### config.mk
export PLATFORM = sky130hd
export DESIGN_NAME = reset_sequencer
export DESIGN_NICKNAME = d
export VERILOG_FILES = /design/src/rtl/reset_sequencer.sv
export SDC_FILE = /design/constraint.sdc
export NUM_CORES = 1
export LEC_CHECK = 0
export CORE_MARGIN = 3
export CORE_UTILIZATION = 45
export DETAILED_ROUTE_END_ITERATION = 8
export HOLD_SLACK_MARGIN = 0.02
export PLACE_DENSITY = 0.74
export SYNTH_ARGS = -nofsm -noshare
export SYNTH_HDL_FRONTEND = slang
export SYNTH_SLANG_ARGS = --single-unit
### constraint.sdc
create_clock -name _iClk -period 0.8 [get_ports _iClk]
set_input_delay 0.12 -clock _iClk [delete_from_list [all_inputs] [get_ports _iClk]]
set_output_delay 0.12 -clock _iClk [all_outputs]
set_load 0.01 [all_outputs]
### src/rtl/reset_sequencer.sv
// Power-up / software reset sequencer: holds all domains until PLL lock is stable, then releases them in order.
// Optional lock-loss monitor enabled by defining RESET_SEQ_LOCK_MON_EN.
//
// state    | meaning
// HOLD     | all domains in reset, waiting for lock_s to stay high long enough
// RELEASE  | releasing domains one at a time, DELAY_CYCLES apart
// RUN      | all domains out of reset, _oReady high
// SW_RESET | all domains held in reset for SW_RESET_CYCLES after a software request
module reset_sequencer #(
  parameter int NUM_DOMAINS        = 3,
  parameter int LOCK_STABLE_CYCLES = 16,
  parameter int DELAY_CYCLES       = 8,
  parameter int SW_RESET_CYCLES    = 4
) (
  input  logic                   _iClk,
  input  logic                   _iReset,
  input  logic                   _iPllLocked,
  input  logic                   _iSwResetReq,
  output logic [NUM_DOMAINS-1:0] _oReset,
  output logic                   _oReady,
  output logic                   _oLockLost
);

  localparam int MAX_AB     = (LOCK_STABLE_CYCLES > DELAY_CYCLES) ? LOCK_STABLE_CYCLES : DELAY_CYCLES;
  localparam int MAX_CYCLES = (MAX_AB > SW_RESET_CYCLES) ? MAX_AB : SW_RESET_CYCLES;
  localparam int CW         = $clog2(MAX_CYCLES + 1);
  localparam int IW         = $clog2(NUM_DOMAINS + 1);

  localparam logic [CW-1:0] LOCK_LAST  = CW'(LOCK_STABLE_CYCLES - 1);
  localparam logic [CW-1:0] DELAY_LAST = CW'(DELAY_CYCLES - 1);
  localparam logic [CW-1:0] SW_LAST    = CW'(SW_RESET_CYCLES - 1);
  localparam logic [IW-1:0] LAST_DOMAIN = IW'(NUM_DOMAINS - 1);
  localparam logic [NUM_DOMAINS-1:0] DOMAIN0 = NUM_DOMAINS'(1);

  localparam logic [1:0] HOLD     = 2'd0;
  localparam logic [1:0] RELEASE  = 2'd1;
  localparam logic [1:0] RUN      = 2'd2;
  localparam logic [1:0] SW_RESET = 2'd3;

  logic [1:0]    rstSync;
  logic          rstS;
  logic [1:0]    lockSync;
  logic          lockS;
  logic          lockDrop;
  logic [1:0]    state;
  logic [CW-1:0] cnt;
  logic [IW-1:0] idx;

  // Asserts immediately with _iReset, releases two clock edges after it falls.
  always_ff @(posedge _iClk or posedge _iReset) begin
    if (_iReset) rstSync <= 2'b11;
    else         rstSync <= {rstSync[0], 1'b0};
  end
  assign rstS = rstSync[1];

  always_ff @(posedge _iClk or posedge rstS) begin
    if (rstS) lockSync <= 2'b00;
    else      lockSync <= {lockSync[0], _iPllLocked};
  end
  assign lockS = lockSync[1];

`ifdef RESET_SEQ_LOCK_MON_EN
  assign lockDrop = ~lockS && (state != HOLD);

  always_ff @(posedge _iClk or posedge rstS) begin
    if (rstS)          _oLockLost <= 1'b0;
    else if (lockDrop) _oLockLost <= 1'b1;
  end
`else
  assign lockDrop   = 1'b0;
  assign _oLockLost = 1'b0;
`endif

  always_ff @(posedge _iClk or posedge rstS) begin
    if (rstS) begin
      state   <= HOLD;
      cnt     <= '0;
      idx     <= '0;
      _oReset <= '1;
      _oReady <= 1'b0;
    end else if (lockDrop) begin
      // Lock loss outranks a coincident software request.
      state   <= HOLD;
      cnt     <= '0;
      idx     <= '0;
      _oReset <= '1;
      _oReady <= 1'b0;
    end else begin
      case (state)
        HOLD: begin
          _oReset <= '1;
          _oReady <= 1'b0;
          if (!lockS) begin
            cnt <= '0;
          end else if (cnt == LOCK_LAST) begin
            state <= RELEASE;
            cnt   <= '0;
            idx   <= '0;
          end else begin
            cnt <= cnt + CW'(1);
          end
        end
        RELEASE: begin
          if (cnt == DELAY_LAST) begin
            cnt     <= '0;
            idx     <= idx + IW'(1);
            _oReset <= _oReset & ~(DOMAIN0 << idx);
            if (idx == LAST_DOMAIN) begin
              state   <= RUN;
              _oReady <= 1'b1;
            end
          end else begin
            cnt <= cnt + CW'(1);
          end
        end
        RUN: begin
          if (_iSwResetReq) begin
            state   <= SW_RESET;
            cnt     <= '0;
            _oReset <= '1;
            _oReady <= 1'b0;
          end
        end
        SW_RESET: begin
          if (cnt == SW_LAST) begin
            state <= RELEASE;
            cnt   <= '0;
            idx   <= '0;
          end else begin
            cnt <= cnt + CW'(1);
          end
        end
        default: state <= HOLD;
      endcase
    end
  end

endmodule
==> flow_summary.yaml <==
run_status:
  status: "finished with violations"
  violations: "setup timing"
placed_design:
  gp_congestion: 0.898
  placed_cell_area_um2: 1380
  hpwl_um: 1720
  io_buffers: 7
yosys:
  synth.top_cells.by_count: "ha_1 (14), nand2_1 (13), dfrtp_1 (12)"
  synth_edf_count: 0
  syn_avg_cell_area_um2: 10.2
  yosys_most_used_dff: "dfrtp_1"
  yosys.area.top_type: "dfrtp_1"
  ys_warn_count: 0
  yosysTopAreaCellShare_pct: 29.0
  yosysMostFrequentCell: "ha_1"
  synth_area_leaders: "dfrtp_1 (29%), ha_1 (17%), dfstp_2 (13%)"
  postSynthCellCount: 102
  netlist_area_um2: 1040
  async_reset_ff_share_pct: 100
  ys_seq_elements: 17
  seq_area_frac_synth_pct: 41.7
  synthDistinctLibCells: 30
clocking:
  clock-sinks: 17
  clk_path_buf_depth: 2
  cts_tree: "built"
  cts_root_buf: "clkbuf_4"
  htree_levels: 1
  cts_hold_buf: 0
  insertion_delay_ns: 0.31
  cts_made_buffers: 3
  clk_pin_slew_ns: 0.11
floorplan:
  initial_core_util_pct: 50.2
  rows: 16
  io_pins: 9
  dieArea_um2: 2910
  die_w_um: 54.0
  die_h_um: 54.0
  core_um2: 2060
global_route:
  globalRouteTotalUtil_pct: 19.6
  grt_overflow: 0
  grt_pass1_wl_um: 4020
  grt_max_degree: 16
  antenna_found_initial: 0
  grt_pass1_vias: 916
worst_setup_path:
  cp_slowest_cell: "dfrtp_1"
  start_kind: "register"
  cp_data_required_time_ns: 1.00
  reg2reg_from: "cnt[1]"
  crit_arrival_ns: 1.97
  cp_top_family: "simple AND/OR/NAND/NOR gates"
  worst-setup-path-type: "reg2reg"
  r2r_end: "state[1]"
  r2r_setup_slack_ns: -0.97
  r2r_cells: 5
  cp_max_fo: 4
  crit_chain: "ha_4, nor3b_4, nand4b_1, a221oi_2, mux2_1"
  cp_num_buf_inv: 0
  cp-end-kind: "register"
  slowest_delay_ns: 0.40
timing:
  rsz0062_at_grt: "yes"
  finalCritPeriodShare_pct: 221
  post-route-min-period_ns: 1.77
  fmax_ghz: 0.566
  setup_viol: 17
  slew_viol_final: 0
  finClkSkew_ns: 0.00289
  setup_ws_ns: -0.966
  hold_viol_final: 0
routing:
  first_pass_iters: 4
  avgRoutedWirePerCell_um: 14.1
  viasPerCell: 5.18
  vias: 870
  drc_errors: 0
  routed_wl_um: 2380
  drt_iter0_markers: 15
  postRouteAntennaNets: 0
cells_and_area:
  num_antenna_cells: 0
  drive_above_1_share_pct: 45.4
  area_growth_pct: 43.1
  fin_nets: 160
  fin_area_um2: 1480
  fillerInstances: 137
power:
  power.density_nw_per_um2: 1540
  fin_total_pwr_w: 0.00228
  leakage_nw: 0.713
  ir_drop_mv: 1.16
min_path:
  hold_class: "in2async"
run:
  maxCapViolCount: 0
==> registers in the layout, indices dropped and copies added, names as in the netlist <==
register  count
_oReady       1
state         2
idx           2
lockSync      2
cnt           5
rstSync       2
_oReset       3
==> cell usage in the layout (no fill, tap or decap), types with 2 or more instances in the layout <==
| cell | instances |
|---|---|
| a211oi_2 | 2 |
| dfrtp_1 | 11 |
| ha_4 | 2 |
| dfstp_2 | 5 |
| nor2_1 | 5 |
| buf_4 | 27 |
| ha_2 | 2 |
| o21ai_1 | 7 |
| nor3_1 | 4 |
| buf_6 | 6 |
| a21o_1 | 3 |
| clkdlybuf4s50_1 | 3 |
| ha_1 | 10 |
| inv_2 | 2 |
| mux2i_1 | 3 |
| inv_1 | 7 |
| a21oi_1 | 3 |
| conb_1 | 2 |
| nand2_1 | 12 |
| clkbuf_4 | 3 |
==> layer usage <==
layer	vias to the layer above	wire length, µm	track usage, %	part of all wire, %
met2	25	1190	35.9	50
met4	0	87	9.96	3.7
li1	422	-	-	-
met5	-	0	0	0
met3	10	131	4.16	5.5
met1	413	969	20.9	41
==> per-stage QoR <==
| step | hold slack [ns] | setup WS, ns | TNS (ns) | utilization [%] | instances |
|---|---|---|---|---|---|
| global placement | 0.248 | -0.880 | -11.34 | 67.1 | 160 |
| floorplan | 0.0315 | -0.877 | -8.65 | - | 103 |
| finish | 0.115 | -0.966 | -12.04 | 71.9 | 168 |
| CTS | 0.125 | -0.942 | -12.02 | 71.7 | 168 |
| detailed placement | 0.257 | -0.952 | -11.76 | 67.1 | 160 |
| global route | 0.151 | -1.06 | -13.43 | 71.9 | 168 |
==> where the power goes <==
part           leakage, nW  switching [W]  internal, W
Combinational        0.496       0.000363     0.000428
Clock               0.0177       0.000315     0.000187
Sequential           0.200      0.0000514     0.000937
Total                0.713       0.000729      0.00155
==> how the worst max path moves through the flow <==
stage                     startpoint  endpoint  depth (start not counted)  slack (ns)
after floorplan               cnt[0]  state[1]                          7       -0.88
after global placement        cnt[1]  state[1]                          5       -0.88
after detailed placement      cnt[1]  state[1]                          5       -0.95
after CTS                     cnt[1]  state[1]                          5       -0.94
after global routing          cnt[0]  state[1]                          5       -1.06
final                         cnt[1]  state[1]                          5       -0.97
==> repair_timing <==
item,in CTS,in global routing
cloned,0,0
pin swaps,4,3
setup endpoints to repair,17,17
resized for setup,27,2
setup buffers,4,0
==> area by class of cell <==
cell class / instances / area, µm² / area share [%]
Multi-Input combinational cell: 73 / 629 / 42.4
Sequential cell: 17 / 433 / 29.2
Timing Repair Buffer: 38 / 325 / 21.9
Inverter: 9 / 33.8 / 2.28
Tap cell: 27 / 33.8 / 2.28
Clock buffer: 3 / 22.5 / 1.52
Clock inverter: 1 / 5.00 / 0.338
==> cell families after synthesis <==
logic type                 count (synthesis)  synth area share, %
AOI/OAI and AO/OA                         19                 12.2
adders and majority gates                 14                 16.9
buffers and inverters                     13                 5.55
DFF                                       17                 41.7
muxes                                      5                 4.95
other                                      1                0.362
and+or+nand+nor                           33                 18.4
(Power assumes the default switching activity.)
